**config.mk**
```make
export PLATFORM = sky130hd
export DESIGN_NAME = mastermind_engine
export DESIGN_NICKNAME = d
export VERILOG_FILES = /design/src/rtl/mastermind_engine.sv
export SDC_FILE = /design/constraint.sdc
export NUM_CORES = 1
export LEC_CHECK = 0
export BUFFER_PORTS_ARGS = -buffer_cell sky130_fd_sc_hd__buf_2
export CAP_MARGIN = 20
export CORE_AREA = 3 3 158 221
export CTS_BUF_LIST = sky130_fd_sc_hd__clkbuf_16
export CTS_CLUSTER_DIAMETER = 150
export DETAILED_ROUTE_END_ITERATION = 10
export DIE_AREA = 0 0 161 224
export GPL_ROUTABILITY_DRIVEN = 0
export PLACE_DENSITY_LB_ADDON = 0.15
export SLEW_MARGIN = 20
export SYNTH_ARGS = -nofsm -noshare
export SYNTH_HDL_FRONTEND = slang
export SYNTH_SLANG_ARGS = --single-unit
```
**constraint.sdc**
```tcl
create_clock -name i_clk -period 6.1 [get_ports i_clk]
set_clock_uncertainty 0.1 [all_clocks]
set_input_delay 1.525 -clock i_clk [delete_from_list [all_inputs] [get_ports i_clk]]
set_output_delay 1.525 -clock i_clk [all_outputs]
set_load 0.005 [all_outputs]
```
**src/rtl/mastermind_engine.sv**
```systemverilog
// Mastermind game core: latches a secret code, edits a guess under a cursor, scores guesses
// colour by colour and keeps a per-guess history for the display.
module mastermind_engine #(
    parameter int unsigned PEGS        = 4,
    parameter int unsigned COLOR_W     = 3,
    parameter int unsigned MAX_GUESSES = 8,
    localparam int unsigned CW     = $clog2(PEGS + 1),
    localparam int unsigned GW     = $clog2(MAX_GUESSES + 1),
    localparam int unsigned PW     = $clog2(PEGS),
    localparam int unsigned CODE_W = PEGS * COLOR_W
) (
    input  logic              i_clk,
    input  logic              i_reset,
    input  logic              i_start,
    input  logic [CODE_W-1:0] i_answer,
    input  logic [COLOR_W-1:0] i_color,
    input  logic              i_confirm_color,
    input  logic              i_left,
    input  logic              i_right,
    input  logic              i_check_guess,
    input  logic              i_ack,
    input  logic [GW-1:0]     i_hist_idx,
    output logic [CODE_W-1:0] o_hist_guess,
    output logic [CW-1:0]     o_hist_exact,
    output logic [CW-1:0]     o_hist_partial,
    output logic [CODE_W-1:0] o_current_guess,
    output logic [PW-1:0]     o_cursor,
    output logic [GW-1:0]     o_guess_num,
    output logic [CW-1:0]     o_exact,
    output logic [CW-1:0]     o_partial,
    output logic              o_score_valid,
    output logic              o_q_start,
    output logic              o_q_input,
    output logic              o_q_score,
    output logic              o_q_done_c,
    output logic              o_q_done_nc
);

    localparam int unsigned HW   = (MAX_GUESSES > 1) ? $clog2(MAX_GUESSES) : 1;
    localparam int unsigned NCOL = (1 << COLOR_W) - 1;

    typedef enum logic [2:0] {StStart, StInput, StScore, StDoneC, StDoneNc} state_e;

    state_e             r_state, w_state_next;
    logic [CODE_W-1:0]  r_answer, r_guess, w_guess_written;
    logic [PW-1:0]      r_cursor;
    logic [GW-1:0]      r_guess_num;
    logic [CW-1:0]      r_exact, r_partial, r_total;
    logic               r_score_valid;
    logic [COLOR_W-1:0] r_color;
    logic [CODE_W-1:0]  r_hist_guess   [MAX_GUESSES];
    logic [CW-1:0]      r_hist_exact   [MAX_GUESSES];
    logic [CW-1:0]      r_hist_partial [MAX_GUESSES];

    logic              w_answer_ok, w_guess_full, w_last, w_win, w_final, w_hist_hit;
    logic [CW-1:0]     w_exact, w_cnt_g, w_cnt_a, w_min, w_total_next;
    logic [HW-1:0]     w_hist_sel, w_hist_wr;

    function automatic logic [CW-1:0] count_color(input logic [CODE_W-1:0] code,
                                                  input logic [COLOR_W-1:0] c);
        logic [CW-1:0] n;
        n = '0;
        for (int i = 0; i < PEGS; i++) begin
            if (code[i*COLOR_W +: COLOR_W] == c) n = n + CW'(1);
        end
        return n;
    endfunction

    always_comb begin
        w_answer_ok     = 1'b1;
        w_guess_full    = 1'b1;
        w_exact         = '0;
        w_guess_written = r_guess;
        for (int i = 0; i < PEGS; i++) begin
            if (i_answer[i*COLOR_W +: COLOR_W] == '0) w_answer_ok = 1'b0;
            if (r_guess[i*COLOR_W +: COLOR_W] == '0) w_guess_full = 1'b0;
            if (r_guess[i*COLOR_W +: COLOR_W] == r_answer[i*COLOR_W +: COLOR_W]) begin
                w_exact = w_exact + CW'(1);
            end
            if (r_cursor == PW'(i)) w_guess_written[i*COLOR_W +: COLOR_W] = i_color;
        end
    end

    // One colour per SCORE cycle; the running total includes the colour under test.
    assign w_cnt_g      = count_color(r_guess, r_color);
    assign w_cnt_a      = count_color(r_answer, r_color);
    assign w_min        = (w_cnt_g < w_cnt_a) ? w_cnt_g : w_cnt_a;
    assign w_total_next = r_total + w_min;
    assign w_last       = (r_color == COLOR_W'(NCOL));
    assign w_win        = (w_exact == CW'(PEGS));
    assign w_final      = (r_guess_num == GW'(MAX_GUESSES - 1));
    assign w_hist_wr    = r_guess_num[HW-1:0];

    always_ff @(posedge i_clk) begin
        if (!i_reset) r_state <= StStart;
        else          r_state <= w_state_next;
    end

    always_comb begin
        w_state_next = r_state;
        o_q_start    = 1'b0;
        o_q_input    = 1'b0;
        o_q_score    = 1'b0;
        o_q_done_c   = 1'b0;
        o_q_done_nc  = 1'b0;
        unique case (r_state)
            StStart: begin
                o_q_start = 1'b1;
                if (i_start && w_answer_ok) w_state_next = StInput;
            end
            StInput: begin
                o_q_input = 1'b1;
                if (i_check_guess && w_guess_full) w_state_next = StScore;
            end
            StScore: begin
                o_q_score = 1'b1;
                if (w_last) begin
                    if (w_win)        w_state_next = StDoneC;
                    else if (w_final) w_state_next = StDoneNc;
                    else              w_state_next = StInput;
                end
            end
            StDoneC: begin
                o_q_done_c = 1'b1;
                if (i_ack) w_state_next = StStart;
            end
            StDoneNc: begin
                o_q_done_nc = 1'b1;
                if (i_ack) w_state_next = StStart;
            end
            default: w_state_next = StStart;
        endcase
    end

    always_ff @(posedge i_clk) begin
        if (!i_reset) begin
            r_answer      <= '0;
            r_guess       <= '0;
            r_cursor      <= '0;
            r_guess_num   <= '0;
            r_exact       <= '0;
            r_partial     <= '0;
            r_total       <= '0;
            r_score_valid <= 1'b0;
            r_color       <= '0;
            for (int i = 0; i < MAX_GUESSES; i++) begin
                r_hist_guess[i]   <= '0;
                r_hist_exact[i]   <= '0;
                r_hist_partial[i] <= '0;
            end
        end else begin
            r_score_valid <= 1'b0;
            case (r_state)
                StStart: begin
                    if (i_start && w_answer_ok) begin
                        r_answer    <= i_answer;
                        r_guess     <= '0;
                        r_cursor    <= '0;
                        r_guess_num <= '0;
                        r_exact     <= '0;
                        r_partial   <= '0;
                        for (int i = 0; i < MAX_GUESSES; i++) begin
                            r_hist_guess[i]   <= '0;
                            r_hist_exact[i]   <= '0;
                            r_hist_partial[i] <= '0;
                        end
                    end
                end
                StInput: begin
                    // A rejected check still consumes the cycle's single action.
                    if (i_check_guess) begin
                        if (w_guess_full) begin
                            r_color <= COLOR_W'(1);
                            r_total <= '0;
                        end
                    end else if (i_confirm_color) begin
                        r_guess <= w_guess_written;
                        if (r_cursor != PW'(PEGS - 1)) r_cursor <= r_cursor + PW'(1);
                    end else if (i_right) begin
                        r_cursor <= (r_cursor == PW'(PEGS - 1)) ? '0 : r_cursor + PW'(1);
                    end else if (i_left) begin
                        r_cursor <= (r_cursor == '0) ? PW'(PEGS - 1) : r_cursor - PW'(1);
                    end
                end
                StScore: begin
                    r_color <= r_color + COLOR_W'(1);
                    r_total <= w_total_next;
                    if (w_last) begin
                        r_exact                   <= w_exact;
                        r_partial                 <= w_total_next - w_exact;
                        r_hist_guess[w_hist_wr]   <= r_guess;
                        r_hist_exact[w_hist_wr]   <= w_exact;
                        r_hist_partial[w_hist_wr] <= w_total_next - w_exact;
                        r_guess_num               <= r_guess_num + GW'(1);
                        r_score_valid             <= 1'b1;
                        if (!w_win && !w_final) begin
                            r_guess  <= '0;
                            r_cursor <= '0;
                        end
                    end
                end
                default: ;
            endcase
        end
    end

    assign w_hist_sel = i_hist_idx[HW-1:0];
    assign w_hist_hit = (i_hist_idx < r_guess_num) && (i_hist_idx < GW'(MAX_GUESSES));

    assign o_hist_guess    = w_hist_hit ? r_hist_guess[w_hist_sel]   : '0;
    assign o_hist_exact    = w_hist_hit ? r_hist_exact[w_hist_sel]   : '0;
    assign o_hist_partial  = w_hist_hit ? r_hist_partial[w_hist_sel] : '0;
    assign o_current_guess = r_guess;
    assign o_cursor        = r_cursor;
    assign o_guess_num     = r_guess_num;
    assign o_exact         = r_exact;
    assign o_partial       = r_partial;
    assign o_score_valid   = r_score_valid;

endmodule
```
==> impl_results.md, run 1 <==
* FF-to-FF Start: r_color[1]
* Pleak at between 4 and 5 nW
* Die Ht at about 220 µm
* Crit share post-route at 90.40%
* CP Class: reg2reg
* Final WL at between 20 and 30 mm
* Unrepaired setup endpoints after global routing: no
* Total number of vias at about 6600
* Port Buffers at between 70 and 80
* Clk buf depth at 2
* Seq/Total Area, Yosys at a little over half
* Max-Cap Viols at 0
* Endpoint class of the critical path: register
* CP Max Fanout at 10
* Hold buffers post-CTS at 0
* Largest stage delay, worst path at approximately 0.65 ns
* DP Area at approximately 0.011 mm²
* Total CTS buffers at 17
* Global-route wire length before repair at between 40 and 50 mm
* Core area at around 0.033 mm²
* Drc violations at 0
* Least-Margin Pin Slew at 1.037 ns
* Area delta synth->final at 15.60%
* Worst setup SP type: register
* Setup_tns at 0 ns
* Reg clk slew, reported paths at 0.07 ns
* Worst-path cell chain: xnor2_1, and3_1, ha_1, xnor2_1, inv_1, ha_1, mux2i_1, ha_1, or3_1, a221oi_1, a31oi_1, o311a_1, fa_1, inv_1, fa_1, xor2_1, xnor2_1, xnor2_2, nor2_1
* Mux share of post-synthesis cell area at 12.36%
* Syn Inst Count at 835
* Resize count post-CTS at 0
* CP Depth at 19
* R2r endpoint: r_hist_partial[7][2]
* Commonest non-fill, non-tap cell in the layout: edfxtp_1
* Worst r2r path cells at 19
* Dpl cells at around 1300
* NumNets Final at about 960
* HP Class: reg2reg
* Avg Inst Size Synth at 11.83 µm²
* Synth Register Bits at between 150 and 200
* Mapped cell area at about 0.01 mm²
* Starting Density at between 20% and 30%
* IO Pins at 75
* DR pass1 iterations at 6
* Vias per cell at around 4.8
* Routed Antenna Nets at 0
* Number of fill cells in the layout at ~3400
* Simple-gate share of the synthesized area at around 17%
* YS warnings at 0
* GRT Total Usage at 16.67%
* Combinational family with the most area after synthesis: simple AND/OR/NAND/NOR gates
* Worst EP required at about 6.2 ns
* Most frequent cells in the layout: edfxtp_1 (144), nor2_1 (99), and2_1 (84)
* GRT Residual Overflow at 0
* Cell row count at 79
* CP top delay family: adder cells
* Finished Core Util at between 30% and 40%
* Post-Synth XOR/XNOR Area at 5.306%
* Synth Area in Compound Gates at under 10%
* Initial antenna violation count at 0
* Die ar. at roughly 0.036 mm²
* Setup slack, reg-to-reg at between 0.5 and 0.6 ns
* Syn Nets at a little under 900
* Worst hold path endpoint: o_exact[1]
* Adder-Cell Fraction of Synth Area at 3.445%
* Fmax at roughly 0.18 GHz
* DR iter-0 viols at around 440
* H-tree depth at 4
* Routed len/inst at roughly 22 µm
* Final hold vios at 0
* Prevailing post-synth register cell: edfxtp_1
* Cell area after layout at roughly 0.011 mm²
* Outcome: completed
* Final setup viols at 0
* Hold path startpoint: o_exact[1]
* Count of different cell masters after synthesis at 57
* Final Slew Violations at 0
* Chip width at about 160 µm
* Headroom to the max-slew limit at between 30% and 40%
* Clock latency on the worst-skew pair at 0.45 ns
* Post-CTS setup buffers at 0
* CP arrival at 5.60 ns
* Antenna Cells at 0
* Synth async-reset ratio at 0%
* Final non-filler cell total at 1367
* Hold path cells at 2
* Min Tclk post-route at around 5.5 ns
* Largest net degree at the start of global routing at 37
* Sink Count at 190
* Vias in the first global route at 7029
* EDFF count, synth at between 100 and 150
* Slowest CP cell: dfxtp_1
* Share of cells above drive strength 1 at 21.37%
* Buf+Inv Stages, Crit Path at 2
* CTS Root Cell: clkbuf_16
* TritonCTS clock tree: yes
* Power per cell area at between 500 and 600 mW/mm²
* Post-DP HPWL at about 21 mm
* Maximum VDD drop at 0.9399 mV
-- synthesized netlist by cell type (all sizes together), types with 4 or more instances --
library cell / number / share of area (%)
or3: 4 / 0.30
a21oi: 21 / 1.1
clkbuf: 40 / 1.5
edfxtp: 144 / 44
nand2: 48 / 1.9
nand2b: 5 / 0.32
buf: 14 / 0.67
and2: 84 / 5.3
inv: 31 / 1.2
nand3: 26 / 1.3
o31ai: 4 / 0.44
o21ai: 10 / 0.51
xor2: 13 / 1.3
nand4: 5 / 0.38
mux2i: 41 / 4.2
mux4: 36 / 8.2
nor2: 99 / 3.8
and3: 34 / 2.2
dfxtp: 46 / 9.3
a31oi: 6 / 0.44
nor4: 5 / 0.47
a22oi: 4 / 0.30
ha: 24 / 3.0
xnor2: 43 / 4.0
nor3: 17 / 1.1
-- how the worst max path moves through the flow --
stage	start	to	slack, ns
after floorplan	r_color[2]	r_hist_partial[0][2]	1.12
after global routing	r_color[1]	r_hist_partial[0][2]	0.22
after detailed placement	r_color[1]	r_hist_partial[7][2]	0.56
after global placement	r_color[1]	r_hist_partial[0][2]	0.68
final	r_color[1]	r_hist_partial[7][2]	0.59
after CTS	r_color[1]	r_hist_partial[3][2]	0.55
-- registers in the layout (all words and copies together) (netlist names) --
name,count
o_current_guess,12
o_cursor,2
o_exact,3
o_guess_num,4
o_partial,3
o_score_valid,1
r_answer,12
r_color,3
r_hist_exact,24
r_hist_guess,96
r_hist_partial,24
r_state,3
r_total,3
-- tightest hold or removal path, stage by stage (launching register included) --
cell     delay, ns
dfxtp_1       0.32
nand3_1       0.06
a21oi_1       0.05
-- layer usage --
metal / GRT usage (%) / wire [µm]
met3: 3.182 / 1166
met2: 31.50 / 16140
met4: 5.554 / 730
met5: 0 / 0
met1: 18.68 / 11380
-- report_power, final --
part	total (W)	internal, W	switching (W)
logic	0.00315	0.00114	0.00201
clock network	0.00108	0.000562	0.000522
registers	0.00162	0.00155	0.0000734
-- through the flow --
| step | power, W | setup slack, ns | hold WS [ns] |
|---|---|---|---|
| 2_1_floorplan | 0.003992 | 1.117 | 0.3642 |
| 3_3_place_gp | 0.004844 | 0.6821 | 0.3726 |
| 3_5_place_dp | 0.004851 | 0.5622 | 0.3681 |
| 4_1_cts | 0.005948 | 0.5452 | 0.3798 |
| 5_1_grt | 0.006297 | 0.2202 | 0.3993 |
| 6_report | 0.005858 | 0.5853 | 0.3762 |
-- layout make-up --
class / count / area (µm²) / share of cell area [%]
clock inverters: 15 / 122.6 / 1.074
inverters: 32 / 120.1 / 1.052
well taps: 445 / 556.8 / 4.875
flip-flops and latches: 190 / 5245 / 45.92
repair buffers: 109 / 633.1 / 5.543
multi-input cells: 559 / 4318 / 37.81
clock buffers: 17 / 425.4 / 3.725
-- cells by family (layout without fill, tap and decap cells) --
logic type / count (synthesis) / count (layout)
AND/OR/NAND/NOR: 331 / 331
flip-flops: 190 / 190
buffers and inverters: 86 / 173
multiplexers: 77 / 77
AO/OA/AOI/OAI: 69 / 69
XOR/XNOR: 56 / 56
adder cells (fa/ha/maj): 26 / 26
No activity file was read; power rests on OpenSTA's default activity.
==> inputs of run 2 (changes only) <==
MAX_ROUTING_LAYER = met4   (was default)
==> run 2 against run 1 <==
  * Die area stayed put
  * Clock power about the same
  * Register-to-register slack barely moved
  * Count of clock-buffer cells in the layout stayed put
  * Worst hold slack barely moved
  * Sequential cell count stayed put
  * Core utilization is the same
  * Critical endpoint is now r_hist_partial[4][2]
==> impl_results.md, run 2 (synthesis results as in run 1) <==
* Outcome: completed
* Starting Density at between 20% and 30%
* Power per cell area at between 500 and 600 mW/mm²
* Fmax at between 0.15 and 0.2 GHz
* Met3 Use GR at 3.034%
* Final Slew Violations at 0
* Final setup viols at 0
* Area delta synth->final at 15.60%
* Hold buffers post-CTS at 0
* Worst setup SP type: register
* Final non-filler cell total at ~1400
* Maximum VDD drop at 0.9357 mV
* CTS Root Cell: clkbuf_16
* Total number of vias at roughly 6600
* Vias in the first global route at about 7000
* Port Buffers at 74
* IO Pins at between 70 and 80
* Number of flip-flops in the largest register at between 90 and 100
* Initial antenna violation count at 0
* Core area at approximately 0.033 mm²
* Unrepaired setup endpoints after global routing: no
* Sink Count at 190
* Slowest CP cell: dfxtp_1
* Endpoint class of the critical path: register
* Routed len/inst at between 20 and 25 µm
* Hold path cells at 2
* Chip width at between 150 and 200 µm
* Post-DP HPWL at 20.75 mm
* Largest net degree at the start of global routing at 37
* Worst Setup EP: r_hist_partial[4][2]
* Setup_tns at 0 ns
* HP Class: reg2reg
* Switching part of the total at 44.48%
* Antenna Cells at 0
* Routed Antenna Nets at 0
* Hold path startpoint: o_exact[1]
* Share of cells above drive strength 1 at approximately a fifth
* Post-CTS setup buffers at 0
* DR pass1 iterations at 5
* DR iter-0 viols at around 440
* CP Max Fanout at 10
* Clock latency on the worst-skew pair at about 0.45 ns
* Min Hold Slack at between 0.3 and 0.4 ns
* CP Class: reg2reg
* Vias per cell at between 4 and 5
* CP startpoint: r_color[1]
* Share of total power in the clock network at approximately 19%
* CP arrival at between 5 and 6 ns
* H-tree depth at 4
* Most frequent cells in the layout: edfxtp_1 (144), nor2_1 (99), and2_1 (84)
* Clk buf depth at 2
* Worst EP required at just over 6 ns
* R2r endpoint: r_hist_partial[4][2]
* Commonest non-fill, non-tap cell in the layout: edfxtp_1
* CP top delay family: adder cells
* Largest stage delay, worst path at ~0.66 ns
* Reg clk slew, reported paths at 0.07 ns
* Min Tclk post-route at about 5.5 ns
* DP Area at roughly 0.011 mm²
* Power, Total at approximately 0.0059 W
* Design internal power at 0.003251 W
* Crit share post-route at 90.56%
* GRT Residual Overflow at 0
* Buf+Inv Stages, Crit Path at 2
* Resize count post-CTS at 0
* Largest registers: r_hist_guess x96, r_hist_exact x24, r_hist_partial x24
* Global-route wire length before repair at around 44 mm
* CP Depth at 19
* Worst r2r path cells at 19
* Final hold vios at 0
* Register share of total power at 27.7%
* Total CTS buffers at 17
* Dpl cells at 1335
* Headroom to the max-slew limit at 30.27%
* Die ar. at ~0.036 mm²
* Gr busiest metal: met2
* Largest reg by FF count: r_hist_guess
* Met1 usage at a little under a fifth
* Cell row count at between 70 and 80
* NumNets Final at approximately 960
* Die Ht at 224 µm
* Pleak at ~4.6 nW
* Cell area after layout at roughly 0.011 mm²
* Worst-path cell chain: xnor2_1, and3_1, ha_1, xnor2_1, inv_1, ha_1, mux2i_1, ha_1, or3_1, a221oi_1, a31oi_1, o311a_1, fa_1, inv_1, fa_1, xor2_1, xnor2_1, xnor2_2, nor2_1
* FF-to-FF Start: r_color[1]
* Max-Cap Viols at 0
* Psw at around 0.0026 W
* Comb pwr share at a little over half
* Drc violations at 0
* Final WL at between 20 and 30 mm
* TritonCTS clock tree: yes
* Setup slack, reg-to-reg at 0.58 ns
* Least-Margin Pin Slew at between 1 and 1.5 ns
* Met2 Use GR at 31.55%
* GRT Total Usage at approximately 17%
[run 2: layer usage]
layer | part of all wire, % | vias to the layer above
li1 | - | 3139
met1 | 40 | 3256
met2 | 55 | 128
met3 | 3.3 | 37
met4 | 2.6 | 0
met5 | 0 | -
[run 2: power groups by stage]
stage / Clock (W) / Sequential (W) / Combinational (W)
finish: 0.00109 / 0.00162 / 0.00315
global route: 0.00116 / 0.00164 / 0.00350
CTS: 0.00111 / 0.00162 / 0.00321
detailed placement: 0 / 0.00165 / 0.00320
global placement: 0 / 0.00165 / 0.00319
floorplan: 0 / 0.00162 / 0.00237
[run 2: how the worst min path moves through the flow]
stage | slack [ns] | to
finish | 0.38 | o_exact[1]
global route | 0.40 | o_exact[1]
CTS | 0.38 | o_partial[1]
detailed placement | 0.37 | o_partial[1]
global placement | 0.37 | o_exact[1]
floorplan | 0.36 | o_exact[1]
[run 2: worst reg2reg max path, cell delays in order (launching register included)]
cell and delay (ns):
dfxtp_1 0.66, xnor2_1 0.17, and3_1 0.19, ha_1 0.25, xnor2_1 0.33, inv_1 0.08, ha_1 0.30, mux2i_1 0.25
ha_1 0.31, or3_1 0.38, a221oi_1 0.28, a31oi_1 0.07, o311a_1 0.16, fa_1 0.50, inv_1 0.06, fa_1 0.40
xor2_1 0.16, xnor2_1 0.15, xnor2_2 0.38, nor2_1 0.09
[run 2: metrics by stage]
step                      util (%)  setup WS, ns
after floorplan                  -         1.117
after global placement       32.74        0.6821
after detailed placement     32.74        0.5622
after CTS                    34.39        0.5452
after global routing         34.39        0.2204
final                        34.39        0.5760
[run 2: layout make-up]
class | instances | area, µm²
Clock buffer | 17 | 425.4
Timing Repair Buffer | 109 | 633.1
Fill cell | 3382 | 21790
Tap cell | 445 | 556.8
Sequential cell | 190 | 5245
Clock inverter | 15 | 122.6
Multi-Input combinational cell | 559 | 4318
Inverter | 32 | 120.1
==> inputs of run 3 (changes only) <==
REMOVE_ABC_BUFFERS = 1   (was default)
SKIP_LAST_GASP = 1   (was default)
==> run 3 against run 2 <==
  * Routed wire length is 1.9% lower
  * Cell area hardly changed
  * Register-to-register slack worse by 0.03 ns
  * Critical path depth stayed put
  * Non-clock buffer count is 7 lower
  * Fmax is 0.59% lower
  * Die area stayed put
  * Clock power hardly changed
  * Sequential power hardly changed
  * Worst hold slack worse by 0.0078 ns
  * Critical path type unchanged
  * Critical endpoint is now r_hist_partial[0][2]
  * Largest power group unchanged
  * Highest routed layer unchanged
==> impl_results.md, run 3 (synthesis results as in run 1) <==
* Outcome: completed
* DP Area at between 0.01 and 0.015 mm²
* Buf+Inv Stages, Crit Path at 2
* Pleak at roughly 4.6 nW
* Number of flip-flops in the largest register at between 90 and 100
* NumNets Final at between 900 and 1000
* Max-Cap Viols at 0
* Total CTS buffers at 17
* CP top delay family: adder cells
* Cell row count at 79
* Crit share post-route at 91.10%
* Port Buffers at 74
* Clk buf depth at 2
* TritonCTS clock tree: yes
* Worst setup SP type: register
* Met3 Use GR at under 10%
* Switching part of the total at between 40% and 50%
* H-tree depth at 4
* Headroom to the max-slew limit at 30.26%
* CP Max Fanout at 10
* Largest net degree at the start of global routing at 38
* CP arrival at 5.63 ns
* Maximum VDD drop at ~0.8 mV
* Vias per cell at 4.759
* Core area at roughly 0.033 mm²
* Final setup viols at 0
* Worst-path cell chain: xnor2_1, and3_1, ha_1, xnor2_1, inv_1, ha_1, mux2i_1, ha_1, or3_1, a221oi_1, a31oi_1, o311a_1, fa_1, inv_1, fa_1, xor2_1, xnor2_1, xnor2_2, nor2_1
* Share of cells above drive strength 1 at around a fifth
* Number of fill cells in the layout at roughly 3400
* Met1 usage at between 10% and 20%
* Psw at ~0.0026 W
* Sink Count at 190
* Post-DP HPWL at between 20 and 25 mm
* Starting Density at between 20% and 30%
* Register share of total power at roughly 28%
* Largest stage delay, worst path at 0.66 ns
* Post-CTS setup buffers at 0
* Final Slew Violations at 0
* Fmax at 0.1800 GHz
* IO Pins at 75
* Gr busiest metal: met2
* Worst EP required at between 6 and 7 ns
* Chip width at roughly 160 µm
* Design internal power at 0.003297 W
* Area delta synth->final at 15.64%
* Share of total power in the clock network at a little under a fifth
* Least-Margin Pin Slew at 1.044 ns
* Largest registers: r_hist_guess x96, r_hist_exact x24, r_hist_partial x24
* Vias in the first global route at 6887
* Met2 Use GR at a little under a third
* Total number of vias at approximately 6500
* Routed Antenna Nets at 0
* HP Class: reg2reg
* Most frequent cells in the layout: edfxtp_1 (144), nor2_1 (98), and2_1 (84)
* Commonest non-fill, non-tap cell in the layout: edfxtp_1
* Unrepaired setup endpoints after global routing: no
* Resize count post-CTS at 0
* Clock latency on the worst-skew pair at approximately 0.45 ns
* Cell area after layout at 0.01142 mm²
* Final WL at approximately 29 mm
* Die Ht at around 220 µm
* Hold buffers post-CTS at 0
* Comb pwr share at 53.8%
* Largest reg by FF count: r_hist_guess
* CTS Root Cell: clkbuf_16
* Global-route wire length before repair at between 40 and 50 mm
* Reg clk slew, reported paths at roughly 0.08 ns
* Slowest CP cell: dfxtp_1
* DR pass1 iterations at 5
* CP Class: reg2reg
* Final hold vios at 0
* Endpoint class of the critical path: register
* Power per cell area at about 500 mW/mm²
* Min Tclk post-route at between 5 and 6 ns
* Drc violations at 0
* GRT Total Usage at ~17%
* Antenna Cells at 0
* Initial antenna violation count at 1
* DR iter-0 viols at between 300 and 400
* Setup_tns at 0 ns
* Routed len/inst at 21.21 µm
* Die ar. at 0.03606 mm²
* GRT Residual Overflow at 0
## run 3: cell types whose count changed in the layout (fill, tap and decap cells not counted), sizes merged
cell    before  now
bufinv       1    2
buf        109  102
inv         37   35
## run 3: routing by layer
layer | vias to the layer above | part of all wire (%)
met4 | 0 | 3.5
met2 | 121 | 55
met5 | - | 0
li1 | 3132 | -
met1 | 3167 | 38
met3 | 48 | 3.1
## run 3: final cells by class
cell class              count  area (µm²)  area share (%)
well taps                 445       556.8           4.874
inverters                  32       120.1           1.051
clock inverters            14       128.9           1.128
flip-flops and latches    190        5245           45.91
multi-input cells         559        4348           38.06
clock buffers              17       425.4           3.724
repair buffers            102       600.6           5.257
## run 3: metrics by stage
stage	util, %	total power (W)	instances	hold WS, ns	setup slack [ns]
after floorplan	-	0.003963	781	0.3642	1.068
after global placement	32.67	0.004841	1327	0.3559	0.6424
after detailed placement	32.72	0.004856	1328	0.3638	0.5219
after CTS	34.38	0.005958	1359	0.3735	0.5141
after global routing	34.40	0.006268	1359	0.4064	0.1997
final	34.40	0.005867	1359	0.3683	0.5430
## run 3: path summary, 6_finish.rpt
kind | startpoint | endpoint | slack (ns) | depth (start not counted)
worst max-delay path | r_color[2] | r_hist_partial[0][2] | 0.54 | 19
worst min-delay path | o_exact[2] | o_exact[2] | 0.37 | 2
worst max register to register | r_color[2] | r_hist_partial[0][2] | 0.54 | 19
worst min register to register | o_exact[2] | o_exact[2] | 0.37 | 2
## run 3: tightest hold or removal path, cell delays in order (launching register included)
cell,delay [ns]
dfxtp_1,0.31
nand3_1,0.06
a21oi_1,0.06
## run 3: power by group through the flow
stage	Clock, W	Sequential, W	Combinational [W]
floorplan	0	0.00164	0.00232
global placement	0	0.00165	0.00319
global route	0.00116	0.00164	0.00347
CTS	0.00112	0.00162	0.00321
detailed placement	0	0.00165	0.00320
finish	0.00109	0.00162	0.00315
